**src/rtl/nibble_addsub_pkg.sv**
```systemverilog
// Shared definitions for the nibble-serial add/subtract sequencer.
package nibble_addsub_pkg;

  localparam int NIBBLE_W = 4;

  typedef enum logic [1:0] {
    IDLE = 2'd0,
    RUN  = 2'd1,
    DONE = 2'd2
  } state_t;

endpackage

```
**src/rtl/nibble_addsub_slice.sv**
```systemverilog
// Combinational 4-bit ripple add/subtract slice with a carry-in kept separate
// from the invert control so the carry can be chained across clock cycles.
module nibble_addsub_slice
  import nibble_addsub_pkg::*;
(
  input  logic [NIBBLE_W-1:0] a,
  input  logic [NIBBLE_W-1:0] b,
  input  logic                inv,
  input  logic                cin,
  output logic [NIBBLE_W-1:0] sum,
  output logic                cout
);

  logic [NIBBLE_W-1:0] b_eff;
  logic [NIBBLE_W:0]   c;

  assign b_eff = b ^ {NIBBLE_W{inv}};

  always_comb begin
    sum  = '0;
    c    = '0;
    c[0] = cin;
    for (int i = 0; i < NIBBLE_W; i++) begin
      sum[i]   = a[i] ^ b_eff[i] ^ c[i];
      c[i+1]   = (a[i] & b_eff[i]) | (c[i] & (a[i] ^ b_eff[i]));
    end
    cout = c[NIBBLE_W];
  end

endmodule

```
**src/rtl/nibble_addsub_seq.sv**
```systemverilog
// Wide add/subtract executed one nibble per clock through a single 4-bit slice,
// LSB nibble first, with a valid/ready command port and a valid/ready result port.
module nibble_addsub_seq
  import nibble_addsub_pkg::*;
#(
  parameter  int NIBBLES = 4,
  localparam int W       = NIBBLE_W * NIBBLES,
  localparam int IDX_W   = $clog2(NIBBLES)
) (
  input  logic         clk,
  input  logic         rst,
  input  logic         start_valid,
  output logic         start_ready,
  input  logic [W-1:0] op_a,
  input  logic [W-1:0] op_b,
  input  logic         op_sub,
  output logic         res_valid,
  input  logic         res_ready,
  output logic [W-1:0] result,
  output logic         carry_out,
  output logic         overflow
);

  localparam logic [IDX_W-1:0] LAST_IDX = IDX_W'(NIBBLES - 1);

  state_t              state_q, state_d;
  logic [IDX_W-1:0]    idx_q, idx_d;
  logic                carry_q, carry_d;
  logic [W-1:0]        a_q, a_d;
  logic [W-1:0]        b_q, b_d;
  logic                sub_q, sub_d;
  logic [W-1:0]        res_q, res_d;

  logic [NIBBLE_W-1:0] nib_a, nib_b, nib_sum;
  logic                nib_cout;

  // Signed overflow from operand and result sign bits; subtract flips the B sign test.
  function automatic logic ovf_calc(input logic a_msb, input logic b_msb,
                                    input logic r_msb, input logic sub);
    if (sub) return (a_msb != b_msb) && (r_msb != a_msb);
    else     return (a_msb == b_msb) && (r_msb != a_msb);
  endfunction

  assign nib_a = a_q[NIBBLE_W*idx_q +: NIBBLE_W];
  assign nib_b = b_q[NIBBLE_W*idx_q +: NIBBLE_W];

  nibble_addsub_slice u_slice (
    .a    (nib_a),
    .b    (nib_b),
    .inv  (sub_q),
    .cin  (carry_q),
    .sum  (nib_sum),
    .cout (nib_cout)
  );

  always_comb begin
    state_d = state_q;
    idx_d   = idx_q;
    carry_d = carry_q;
    a_d     = a_q;
    b_d     = b_q;
    sub_d   = sub_q;
    res_d   = res_q;
    unique case (state_q)
      IDLE: begin
        if (start_valid) begin
          a_d     = op_a;
          b_d     = op_b;
          sub_d   = op_sub;
          idx_d   = '0;
          carry_d = op_sub;
          state_d = RUN;
        end
      end
      RUN: begin
        res_d[NIBBLE_W*idx_q +: NIBBLE_W] = nib_sum;
        carry_d = nib_cout;
        if (idx_q == LAST_IDX) state_d = DONE;
        else                   idx_d   = idx_q + 1'b1;
      end
      DONE: begin
        if (res_ready) state_d = IDLE;
      end
      default: state_d = IDLE;
    endcase
  end

  always_ff @(posedge clk) begin
    if (rst) begin
      state_q <= IDLE;
      idx_q   <= '0;
      carry_q <= 1'b0;
      a_q     <= '0;
      b_q     <= '0;
      sub_q   <= 1'b0;
      res_q   <= '0;
    end else begin
      state_q <= state_d;
      idx_q   <= idx_d;
      carry_q <= carry_d;
      a_q     <= a_d;
      b_q     <= b_d;
      sub_q   <= sub_d;
      res_q   <= res_d;
    end
  end

  assign start_ready = (state_q == IDLE);
  assign res_valid   = (state_q == DONE);
  assign result      = res_q;
  assign carry_out   = carry_q;
  assign overflow    = ovf_calc(a_q[W-1], b_q[W-1], res_q[W-1], sub_q);

endmodule

```
**config.mk**
```make
export PLATFORM = sky130hd
export DESIGN_NAME = nibble_addsub_seq
export DESIGN_NICKNAME = d
export VERILOG_FILES = /design/src/rtl/nibble_addsub_pkg.sv /design/src/rtl/nibble_addsub_slice.sv /design/src/rtl/nibble_addsub_seq.sv
export SDC_FILE = /design/constraint.sdc
export NUM_CORES = 1
export LEC_CHECK = 0
export CORE_MARGIN = 2
export CORE_UTILIZATION = 41
export DETAILED_ROUTE_END_ITERATION = 8
export DONT_BUFFER_PORTS = 1
export GPL_TIMING_DRIVEN = 0
export SLEW_MARGIN = 20
export SYNTH_ARGS = -nofsm -noshare
export SYNTH_HDL_FRONTEND = slang
export SYNTH_SLANG_ARGS = --single-unit
```
**constraint.sdc**
```tcl
create_clock -name clk -period 6.9 [get_ports clk]
set_clock_uncertainty 0.1 [all_clocks]
set_input_delay 1.725 -clock clk [delete_from_list [all_inputs] [get_ports clk]]
set_output_delay 1.725 -clock clk [all_outputs]
set_load 0.1 [all_outputs]
```
==> impl_metrics.csv <==
group,metric,value,unit
outcome,status,"complete, no violations",
cells_and_area,antenna_cells,0,
die,die_x,81.9,um
timing,fin_crit_sh,0.612,
route,wirelength,5630,um
worst_setup_path,slowest_stage,"dfxtp_1",
run,drv_cap,0,
route,vias_per_cell,5.17,
global_routing,grt_pass1_wl,8930,um
synth,synth_seq_cells,54,
route,vias,1868,
place,place_inst,353,
worst_setup_path,critPathLaunchType,"flop",
clock_network,hold_buffers,0,
timing,tightestPinTransition,1.11,ns
route,antenna_left,0,
clock_network,cts_tree,"done",
place,dpl_cell_area,0.00260,mm2
route,first_pass_iters,4,
cells_and_area,drive_above_1_share,0.112,
synth,synth.avg_cell_area,8.99,um2
worst_hold_path,min-delay-start,"a_q[6]",
route,wl_met1,2620,um
cells_and_area,final_nets,332,
place,numPortBuffers,0,
place,gp_congestion,0.758,
worst_setup_path,reg2reg_to,"result[15]",
die,die_area,0.00671,mm2
worst_hold_path,hold_end,"a_q[6]",
synth,synth_cell_type_count,34,
die,io_pins,57,
synth,syn_nets,324,
clock_network,cts-resized-gates,0,
timing,fmax,237,MHz
synth,ys.flop_type,"dfxtp_1",
cells_and_area,syn_to_final_growth,7.99,%
timing,setup_viol,0,
clock_network,clock_tree.buffer_depth,2,
synth,synth_edf_count,0,
place,dp_hpwl,4140,um
synth,yosysSeqAreaShare,0.434,
route,met2_length,2590,um
timing,tns,0,ns
die,rows,28,
worst_setup_path,worstPathRequired,5.08,ns
clock_network,cts_buffers,5,
place,pre_cts_ws,2.95,ns
power,ir_worst_vdd,0.100,mV
worst_setup_path,critPathArrivalTime,2.40,ns
timing,hold-worst-slack,0.359,ns
worst_setup_path,rr_worst_depth,9,
timing,finalHoldViolCount,0,
clock_network,root_buffer,"clkbuf_8",
timing,worst_slack,2.68,ns
worst_setup_path,cp_slowest_stage_delay,1.03,ns
synth,syn_inst,277,
clock_network,clk_pin_slew,0.10,ns
timing,relSlewSlack,0.261,
power,p_leak,0.000931,uW
worst_setup_path,path_cells,"nand2b_1, o22ai_2",
clock_network,clock_sinks,54,
global_routing,grt_antenna_before_repair,0,
timing,grt_setup_unrepaired,"no",
cells_and_area,final_cells,361,
worst_setup_path,reg2reg_from,"idx_q[1]",
global_routing,grt_pass1_vias,1769,
worst_hold_path,hold_path.class,"reg2reg",
clock_network,cts_setup_buffers,0,
clock_network,clock_latency,0.32,ns
synth,async_reset_ff_frac,0,
die,fp.coreArea,0.00589,mm2
cells_and_area,stdcell_area,0.00269,mm2
synth,synth_area,0.00249,mm2
timing,slew_viol_final,0,
route,route.detailed.drc,0,
die,fp.dieH,81.9,um
worst_hold_path,hold_depth,2,
power,p_per_area,238,mW/mm2
global_routing,grtUsageTotal,0.179,
route,top_layer,"met4",
route,drt_iter0_drc,74,
global_routing,grt_max_degree,18,
timing,period_needed,4.22,ns
die,start_util,0.423,
route,dr_wl_met3,359,um
worst_setup_path,crit_fanout,4,
global_routing,grt.overflow.total,0,
worst_setup_path,path_class,"reg2out",
worst_setup_path,r2r_setup_slack,2.89,ns
clock_network,cts_max_level,2,
synth,ys_warn_count,0,
route,wire_per_inst,15.6,um
worst_setup_path,crit_path_end_kind,"output port",
## worst max path at each step
stage / start / end / slack, ns
2_1_floorplan: result[15] / overflow / 2.53
3_5_place_dp: idx_q[1] / result[7] / 2.95
4_1_cts: result[15] / overflow / 2.66
6_report: result[15] / overflow / 2.68
3_3_place_gp: result[15] / overflow / 2.46
5_1_grt: result[15] / overflow / 2.61
## power breakdown
part	total (uW)	internal, uW	switching, uW
Clock	181	71.6	110
Sequential	353	327	26.2
Combinational	106	39.6	66.6
Total	641	438	203
## final cells by class
type                    count  area (um2)
clock inverters             3        21.3
repair buffers              1        3.75
plain buffers              19        88.8
well taps                  75        93.8
multi-input cells         192        1290
inverters                  12        45.0
flip-flops and latches     54        1080
clock buffers               5        68.8
fillers                   589        3200
## registers in the layout (all words and copies together), names as in the netlist
signal	flops
a_q	16
b_q	16
sub_q	1
idx_q	2
carry_out	1
result	16
state_q	2
## through the flow
stage / utilization / power, uW
final: 0.457 / 641
after global routing: 0.457 / 669
after CTS: 0.457 / 645
after detailed placement: 0.442 / 468
after global placement: 0.439 / 465
after floorplan: - / 438
## synth_stat cells (2+ instances only)
cell type	count	area share
a21oi_1	44	0.088
nand2_1	78	0.12
ha_1	6	0.030
or3_1	8	0.020
fa_1	4	0.032
dfxtp_1	54	0.43
buf_2	2	0.0040
a32oi_1	4	0.014
nand3b_1	4	0.012
mux4_2	8	0.072
xnor2_1	4	0.014
nand2b_1	6	0.015
o32ai_2	4	0.026
buf_1	3	0.0045
nor2_1	6	0.0090
inv_1	12	0.018
buf_4	2	0.0060
or3b_1	2	0.0070
clkbuf_1	11	0.017
## kinds of logic after synthesis
logic type	synth area share
multiplexers	0.0724
AND/OR/NAND/NOR	0.219
adder cells (fa/ha/maj)	0.0623
AO/OA/AOI/OAI	0.141
XOR/XNOR	0.0176
flip-flops	0.434
buffers and inverters	0.0538
## cells in the final DEF (no fill, tap or decap), types with 2 or more instances in the layout
master	Yosys	routed
o32ai_2	4	4
inv_1	12	12
clkbuf_1	11	11
nand2b_1	6	6
clkbuf_8	0	5
a21oi_1	44	44
nand3b_1	4	4
mux4_2	8	8
buf_4	2	2
a32oi_1	4	4
buf_2	2	2
fa_1	4	4
or3b_1	2	2
xnor2_1	4	4
or3_1	8	8
ha_1	6	6
nor2_1	6	5
dfxtp_1	54	54
buf_1	3	4
nand2_1	78	78
## per-layer routing
layer	vias to the layer above	GRT usage
li1	948	-
met3	6	0.0626
met1	866	0.237
met2	48	0.276
met5	-	0
met4	0	0.0500
## critical path: cells and delay by family, from the launching register on
kind / cells / cell delay (ns)
compound gates: 1 / 0.91
flops: 1 / 1.03
simple gates: 1 / 0.14
Note: power is estimated with default switching activity, not from simulation.
